<file path="src/rtl/alu_ctrl_pkg.sv">
// Shared constants for the MIPS ALU control with iterative multiply/divide:
// ALUOp classes, funct codes, ALUOperation encodings and the engine state type.
package alu_ctrl_pkg;

  // ALUOp classes driven by the main control unit
  localparam logic [2:0] ALUOP_R    = 3'b111;
  localparam logic [2:0] ALUOP_ORI  = 3'b101;
  localparam logic [2:0] ALUOP_LUI  = 3'b000;
  localparam logic [2:0] ALUOP_ADDI = 3'b100;

  // R-type funct codes
  localparam logic [5:0] F_AND   = 6'b100100;
  localparam logic [5:0] F_OR    = 6'b100101;
  localparam logic [5:0] F_NOR   = 6'b100111;
  localparam logic [5:0] F_ADD   = 6'b100000;
  localparam logic [5:0] F_SUB   = 6'b100010;
  localparam logic [5:0] F_SLL   = 6'b000000;
  localparam logic [5:0] F_SRL   = 6'b000010;
  localparam logic [5:0] F_MFHI  = 6'b010000;
  localparam logic [5:0] F_MFLO  = 6'b010010;
  localparam logic [5:0] F_MULT  = 6'b011000;
  localparam logic [5:0] F_MULTU = 6'b011001;
  localparam logic [5:0] F_DIV   = 6'b011010;
  localparam logic [5:0] F_DIVU  = 6'b011011;

  // ALUOperation encodings
  localparam logic [3:0] OPER_AND     = 4'b0000;
  localparam logic [3:0] OPER_OR      = 4'b0001;
  localparam logic [3:0] OPER_NOR     = 4'b0010;
  localparam logic [3:0] OPER_ADD     = 4'b0011;
  localparam logic [3:0] OPER_SUB     = 4'b0100;
  localparam logic [3:0] OPER_SLL     = 4'b0101;
  localparam logic [3:0] OPER_SRL     = 4'b0110;
  localparam logic [3:0] OPER_LUI     = 4'b0111;
  localparam logic [3:0] OPER_HILO    = 4'b1000;
  localparam logic [3:0] OPER_INVALID = 4'b1001;

  // Writeback mux select for HI/LO reads
  localparam logic [1:0] HILO_NONE = 2'b00;
  localparam logic [1:0] HILO_HI   = 2'b01;
  localparam logic [1:0] HILO_LO   = 2'b10;

  typedef enum logic [1:0] {IDLE, MUL, DIV, FIX} md_state_t;

  // MULT, MULTU, DIV and DIVU share the 0110xx funct prefix
  function automatic logic is_md_funct(input logic [5:0] f);
    return f[5:2] == 4'b0110;
  endfunction

endpackage

</file>
<file path="src/rtl/mult_div_iter.sv">
// Iterative multiply/divide engine: one bit per cycle on operand magnitudes,
// then a single sign-fix cycle that writes HI/LO and pulses o_done.
module mult_div_iter
  import alu_ctrl_pkg::*;
#(
  parameter int DATA_WIDTH = 32
) (
  input  logic                  clk,
  input  logic                  i_rst_n,
  input  logic                  i_start,
  input  logic                  i_op_div,
  input  logic                  i_signed,
  input  logic [DATA_WIDTH-1:0] i_a,
  input  logic [DATA_WIDTH-1:0] i_b,
  output logic                  o_busy,
  output logic                  o_done,
  output logic [DATA_WIDTH-1:0] o_hi,
  output logic [DATA_WIDTH-1:0] o_lo,
  output logic                  o_dbz
);

  localparam int CNT_W = $clog2(DATA_WIDTH);

  md_state_t               r_state;
  logic [CNT_W-1:0]        r_cnt;
  logic [DATA_WIDTH-1:0]   r_acc;     // partial product high half / remainder
  logic [DATA_WIDTH-1:0]   r_low;     // multiplier / dividend shifting into quotient
  logic [DATA_WIDTH-1:0]   r_opb;     // multiplicand / divisor magnitude
  logic                    r_is_div;
  logic                    r_neg_lo;  // negate product or quotient
  logic                    r_neg_hi;  // negate remainder (dividend sign)
  logic                    r_dbz;
  logic [DATA_WIDTH-1:0]   r_hi;
  logic [DATA_WIDTH-1:0]   r_lo;

  logic                    w_a_neg;
  logic                    w_b_neg;
  logic [DATA_WIDTH-1:0]   w_a_mag;
  logic [DATA_WIDTH-1:0]   w_b_mag;
  logic [DATA_WIDTH:0]     w_sum;
  logic [DATA_WIDTH:0]     w_trial;
  logic [2*DATA_WIDTH-1:0] w_prod;
  logic [DATA_WIDTH-1:0]   w_quo;
  logic [DATA_WIDTH-1:0]   w_rem;

  // Operand magnitudes; the most-negative value maps onto itself, which is
  // its correct unsigned magnitude.
  assign w_a_neg = i_signed & i_a[DATA_WIDTH-1];
  assign w_b_neg = i_signed & i_b[DATA_WIDTH-1];
  assign w_a_mag = w_a_neg ? -i_a : i_a;
  assign w_b_mag = w_b_neg ? -i_b : i_b;

  // Shift-add step: add multiplicand when the current multiplier bit is set
  assign w_sum = {1'b0, r_acc} + (r_low[0] ? {1'b0, r_opb} : '0);

  // Restoring-division trial subtract; MSB set means "restore"
  assign w_trial = {r_acc, r_low[DATA_WIDTH-1]} - {1'b0, r_opb};

  // Sign-corrected results used in the fix cycle. A zero divisor leaves the
  // dividend magnitude as remainder, so the dividend-sign fix restores DataA.
  assign w_prod = r_neg_lo ? -{r_acc, r_low} : {r_acc, r_low};
  assign w_quo  = r_dbz ? '1 : (r_neg_lo ? -r_low : r_low);
  assign w_rem  = r_neg_hi ? -r_acc : r_acc;

  // Engine FSM and datapath; HI/LO only change in FIX or on reset
  always_ff @(posedge clk) begin
    if (!i_rst_n) begin
      r_state  <= IDLE;
      r_cnt    <= '0;
      r_acc    <= '0;
      r_low    <= '0;
      r_opb    <= '0;
      r_is_div <= 1'b0;
      r_neg_lo <= 1'b0;
      r_neg_hi <= 1'b0;
      r_dbz    <= 1'b0;
      r_hi     <= '0;
      r_lo     <= '0;
    end else begin
      case (r_state)
        IDLE: begin
          if (i_start) begin
            r_acc    <= '0;
            r_low    <= i_op_div ? w_a_mag : w_b_mag;
            r_opb    <= i_op_div ? w_b_mag : w_a_mag;
            r_is_div <= i_op_div;
            r_neg_lo <= w_a_neg ^ w_b_neg;
            r_neg_hi <= w_a_neg;
            r_dbz    <= i_op_div & (i_b == '0);
            r_cnt    <= CNT_W'(DATA_WIDTH - 1);
            r_state  <= i_op_div ? DIV : MUL;
          end
        end
        MUL: begin
          r_acc <= w_sum[DATA_WIDTH:1];
          r_low <= {w_sum[0], r_low[DATA_WIDTH-1:1]};
          if (r_cnt == '0) r_state <= FIX;
          else             r_cnt   <= r_cnt - 1'b1;
        end
        DIV: begin
          if (!w_trial[DATA_WIDTH]) begin
            r_acc <= w_trial[DATA_WIDTH-1:0];
            r_low <= {r_low[DATA_WIDTH-2:0], 1'b1};
          end else begin
            r_acc <= {r_acc[DATA_WIDTH-2:0], r_low[DATA_WIDTH-1]};
            r_low <= {r_low[DATA_WIDTH-2:0], 1'b0};
          end
          if (r_cnt == '0) r_state <= FIX;
          else             r_cnt   <= r_cnt - 1'b1;
        end
        FIX: begin
          if (r_is_div) begin
            r_hi <= w_rem;
            r_lo <= w_quo;
          end else begin
            {r_hi, r_lo} <= w_prod;
          end
          r_state <= IDLE;
        end
        default: r_state <= IDLE;
      endcase
    end
  end

  assign o_busy = (r_state != IDLE);
  assign o_done = (r_state == FIX);
  assign o_hi   = r_hi;
  assign o_lo   = r_lo;
  assign o_dbz  = r_dbz;

endmodule

</file>
<file path="src/rtl/alu_control_md.sv">
// ALU control for the execute stage: ALUOp/funct decode, HI/LO read select,
// stall generation and the iterative multiply/divide engine.
module alu_control_md
  import alu_ctrl_pkg::*;
#(
  parameter int DATA_WIDTH    = 32,
  parameter int ALUOP_WIDTH   = 3,
  parameter int ALUOPER_WIDTH = 4
) (
  input  logic                     clk,
  input  logic                     reset,
  input  logic [ALUOP_WIDTH-1:0]   ALUOp,
  input  logic [5:0]               ALUFunction,
  input  logic                     InstrValid,
  input  logic [DATA_WIDTH-1:0]    DataA,
  input  logic [DATA_WIDTH-1:0]    DataB,
  output logic [ALUOPER_WIDTH-1:0] ALUOperation,
  output logic [1:0]               HiLoRead,
  output logic [DATA_WIDTH-1:0]    HI,
  output logic [DATA_WIDTH-1:0]    LO,
  output logic                     Stall,
  output logic                     MDBusy,
  output logic                     MDDone,
  output logic                     DivByZero
);

  logic       w_rtype;
  logic       w_is_md;
  logic       w_is_mf;
  logic       w_uses_hilo;
  logic       w_start;
  logic [3:0] w_oper;
  logic [1:0] w_hilo_sel;

  assign w_rtype = (ALUOp == ALUOP_WIDTH'(ALUOP_R));
  assign w_is_md = is_md_funct(ALUFunction);
  assign w_is_mf = (ALUFunction == F_MFHI) | (ALUFunction == F_MFLO);

  // Decode {ALUOp, ALUFunction} into the ALU select and the HI/LO read select
  always_comb begin
    w_oper     = OPER_INVALID;
    w_hilo_sel = HILO_NONE;
    if (w_rtype) begin
      case (ALUFunction)
        F_AND:  w_oper = OPER_AND;
        F_OR:   w_oper = OPER_OR;
        F_NOR:  w_oper = OPER_NOR;
        F_ADD:  w_oper = OPER_ADD;
        F_SUB:  w_oper = OPER_SUB;
        F_SLL:  w_oper = OPER_SLL;
        F_SRL:  w_oper = OPER_SRL;
        F_MFHI: begin
          w_oper     = OPER_HILO;
          w_hilo_sel = HILO_HI;
        end
        F_MFLO: begin
          w_oper     = OPER_HILO;
          w_hilo_sel = HILO_LO;
        end
        F_MULT, F_MULTU, F_DIV, F_DIVU: w_oper = OPER_HILO;
        default: w_oper = OPER_INVALID;
      endcase
    end else if (ALUOp == ALUOP_WIDTH'(ALUOP_ORI)) begin
      w_oper = OPER_OR;
    end else if (ALUOp == ALUOP_WIDTH'(ALUOP_LUI)) begin
      w_oper = OPER_LUI;
    end else if (ALUOp == ALUOP_WIDTH'(ALUOP_ADDI)) begin
      w_oper = OPER_ADD;
    end
  end

  assign ALUOperation = ALUOPER_WIDTH'(w_oper);
  assign HiLoRead     = w_hilo_sel;

  // Only real R-type HI/LO instructions interact with the engine; anything
  // else flows past a running multiply/divide.
  assign w_uses_hilo = InstrValid & w_rtype & (w_is_md | w_is_mf);
  assign Stall       = MDBusy & w_uses_hilo;
  assign w_start     = w_uses_hilo & w_is_md & ~MDBusy;

  mult_div_iter #(
    .DATA_WIDTH(DATA_WIDTH)
  ) u_md (
    .clk      (clk),
    .i_rst_n  (reset),
    .i_start  (w_start),
    .i_op_div (ALUFunction[1]),
    .i_signed (~ALUFunction[0]),
    .i_a      (DataA),
    .i_b      (DataB),
    .o_busy   (MDBusy),
    .o_done   (MDDone),
    .o_hi     (HI),
    .o_lo     (LO),
    .o_dbz    (DivByZero)
  );

endmodule

</file>
<file path="config.mk">
export PLATFORM = sky130hd
export DESIGN_NAME = alu_control_md
export DESIGN_NICKNAME = d
export VERILOG_FILES = /design/src/rtl/alu_ctrl_pkg.sv /design/src/rtl/mult_div_iter.sv /design/src/rtl/alu_control_md.sv
export SDC_FILE = /design/constraint.sdc
export NUM_CORES = 1
export LEC_CHECK = 0
export ABC_AREA = 1
export CAP_MARGIN = 10
export CORE_AREA = 3 3 215 217
export DETAILED_ROUTE_END_ITERATION = 16
export DIE_AREA = 0 0 218 220
export DONT_BUFFER_PORTS = 1
export SYNTH_ARGS = -nofsm -noshare
export SYNTH_HDL_FRONTEND = slang
export SYNTH_HIERARCHICAL = 1
export SYNTH_SLANG_ARGS = --single-unit
</file>
<file path="constraint.sdc">
create_clock -name clk -period 5.6 [get_ports clk]
set_input_delay 0.84 -clock clk [delete_from_list [all_inputs] [get_ports clk]]
set_output_delay 0.84 -clock clk [all_outputs]
set_load 0.005 [all_outputs]
</file>
==> impl_metrics.py <==
metrics = {
    "setup_path": {
        "crit_path_end_kind": "register",
        "critPathMaxStageDelay_ps": 580,
        "cp_cell_sequence": "inv_1 -> ha_1 -> inv_1 -> nor3_1 -> nand2_1 -> o21ai_2 -> buf_4 -> inv_2 -> a21oi_1 -> a221oi_1",
        "path_max_fanout": 64,
        "worst-endpoint-required_ps": 5900,
        "arrival_ps": 3810,
        "critPathKind": "register to register",
        "cp_common_cell": "inv_1",
        "start_kind": "register",
        "cp_num_buf_inv": 4,
        "cpLargestDelayFamily": "buffers and inverters",
        "crit_slowest_cell": "nand2_1",
    },
    "logic_synthesis": {
        "synth_top_family_by_area": "simple AND/OR/NAND/NOR gates",
        "synth_edf_count": 0,
        "synth_fa_ha_area_share_pct": 5.52,
        "syn_avg_cell_area_um2": 5.58,
        "synthFlopType": "dfxtp_1",
        "synthArstFlopShare_pct": 0,
        "syn_area_um2": 17700,
        "ys_ff_latch": 171,
        "synthMuxAreaShare_pct": 0,
        "syn_nets": 3330,
        "yosys.area_share.simple_pct": 39.7,
        "seq_area_frac_synth_pct": 19.3,
        "syn_inst": 3177,
        "ys_warn_count": 6,
        "synth-compound-area-share_pct": 18.9,
        "synth_cell_types": 50,
        "synthXorXnorAreaFrac_pct": 4.05,
    },
    "die": {
        "die_height_um": 220,
        "fp.dieArea_um2": 48000,
        "initial_utilization_pct": 40.0,
        "num_rows": 77,
        "die_w_um": 218,
        "boundaryPins": 150,
        "coreArea_um2": 44300,
    },
    "sta": {
        "worst_pin_slew_ps": 1190,
        "grt_setup_unrepaired": "false",
        "holdWs_ps": 494,
        "slew-limit-headroom_pct": 20.3,
        "skew_ps": 14.4,
        "fmax_ghz": 0.285,
        "maxSlewViolCount": 0,
        "final_hold_viol_count": 0,
        "fin_crit_ps": 3510,
        "setup_ws_ps": 2090,
        "fin_crit_sh_pct": 62.7,
        "setup_viol": 0,
        "fin_tns_setup_ps": 0,
    },
    "flow_run": {
        "drv_cap": 0,
    },
    "final_layout": {
        "layout_commonest_cell": "nand2_1",
        "syn2layout_area_growth_pct": 5.77,
        "diodes": 0,
        "drive_gt1_share_pct": 4.11,
        "final_cell_mix": "nand2_1, inv_1, nor2_1, nand3_1, a21oi_1",
        "nNetsFinal": 3253,
    },
    "placement": {
        "place_congestion": 1.02,
        "preCtsSetupSlack_ps": 1820,
        "dp.final_hpwl_mm": 60.5,
        "portBuffers": 0,
    },
    "routing": {
        "viasPerCell": 5.59,
        "postRouteAntennaNets": 0,
        "wl_per_cell_um": 20.4,
        "drt_iter0_markers": 2299,
        "drtPass1Iterations": 6,
        "detail_route.drc_violations": 0,
        "num_vias": 20700,
        "wirelength_mm": 75.4,
    },
    "global_routing": {
        "busiest_layer": "met2",
        "use_met2_pct": 49.9,
        "overflow": 0,
        "grt_use_total_pct": 30.8,
        "grt_start_max_net_pins": 97,
        "antenna_found_initial": 0,
        "grt_pass1_vias": 19100,
        "met1_usage_pct": 41.5,
        "grt_use_met3_pct": 5.76,
        "grt_pass1_wl_mm": 114,
    },
    "cts": {
        "clock_path_buffers": 2,
        "ctsResizeCount": 0,
        "postCtsSetupBuffers": 0,
        "numCtsBuffers": 17,
        "worstSkewPairLatency_ps": 470,
        "hold_buffers": 0,
        "cts.clk_slew.worst_paths_ps": 80,
        "cts_root_buffer": "clkbuf_16",
        "cts_tree": "built",
        "h-tree-depth": 4,
        "clock-sinks": 171,
    },
    "outcome": {
        "outcome": "finished, final reports clean",
    },
    "pwr": {
        "ir_drop_mv": 0.467,
        "powerDensity_nw_per_um2": 331,
        "power_leakage_nw": 9.52,
        "finalPower_w": 0.00621,
    },
    "worst_hold_path": {
        "min-delay-path-class": "input pin to register",
    },
}
-- metrics by stage --
step | instances | utilization [%] | area (um^2)
4_1_cts | 3705 | 42.3 | 18800
3_3_place_gp | 3673 | 41.0 | 18200
3_5_place_dp | 3673 | 41.0 | 18200
6_report | 3705 | 42.3 | 18800
5_1_grt | 3705 | 42.3 | 18800
2_1_floorplan | 3177 | - | 17700
-- path summary, 6_finish.rpt --
path,start,to,slack (ps),cells past startpoint
min reg2reg,u_md/o_lo[16],u_md/o_lo[16],520,2
min,reset,u_md/r_opb[10],490,2
max,u_md/r_state[0],u_md/r_low[2],2090,10
max reg2reg,u_md/r_state[0],u_md/r_low[2],2090,10
-- cells in the mapped netlist (12+ instances only) --
cell | instances | area share [%]
nand4_1 | 32 | 1.1
ha_1 | 75 | 5.3
dfxtp_1 | 171 | 19
inv_2 | 15 | 0.32
nand2_1 | 938 | 20
xnor2_1 | 16 | 0.79
o21ai_0 | 216 | 6.1
nand3_1 | 248 | 7.0
o211ai_1 | 38 | 1.6
o22ai_1 | 25 | 0.88
nor2_1 | 330 | 7.0
nor4_1 | 12 | 0.42
inv_1 | 450 | 9.5
a21oi_1 | 217 | 6.1
buf_1 | 15 | 0.32
nand3b_1 | 20 | 0.85
nor3_1 | 37 | 1.0
o21bai_1 | 12 | 0.51
nand2_2 | 19 | 0.67
clkbuf_1 | 84 | 1.8
a31oi_1 | 18 | 0.64
buf_2 | 12 | 0.34
xor2_1 | 66 | 3.3
-- where the power goes --
part / switching, W / total (W) / internal [W] / leakage, nW
clock: 0.000584 / 0.00125 / 0.000670 / 0.280
sequential: 0.000212 / 0.00159 / 0.00138 / 1.38
combinational: 0.00244 / 0.00336 / 0.000920 / 7.85
-- layer usage --
metal | share of wire, % | wire length (um)
met5 | 0 | 0
met4 | 3.1 | 2310
met3 | 8.3 | 6250
met2 | 45 | 34000
met1 | 44 | 32800
-- area by class of cell --
| class | instances | area [um^2] |
|---|---|---|
| repair buffers | 17 | 128 |
| clock buffers | 19 | 433 |
| well taps | 592 | 741 |
| clock inverters | 13 | 156 |
| fillers | 5006 | 25600 |
| multi-input cells | 2422 | 12100 |
| inverters | 471 | 1770 |
| flip-flops and latches | 171 | 3420 |
-- registers in the layout (all words and copies together), names as in the netlist, 2 cells and up --
name and cells:
u_md/o_lo 32, u_md/r_acc 32, u_md/r_low 32, u_md/r_cnt 5, u_md/r_opb 32, u_md/r_state 2, u_md/o_hi 32
-- kinds of logic after synthesis --
logic type / count (synthesis)
AOI/OAI and AO/OA: 591
xor gates and xnor gates: 82
adders and majority gates: 77
buffers and inverters: 584
DFF: 171
and+or+nand+nor: 1672
Power figures use the tool's default switching activity.
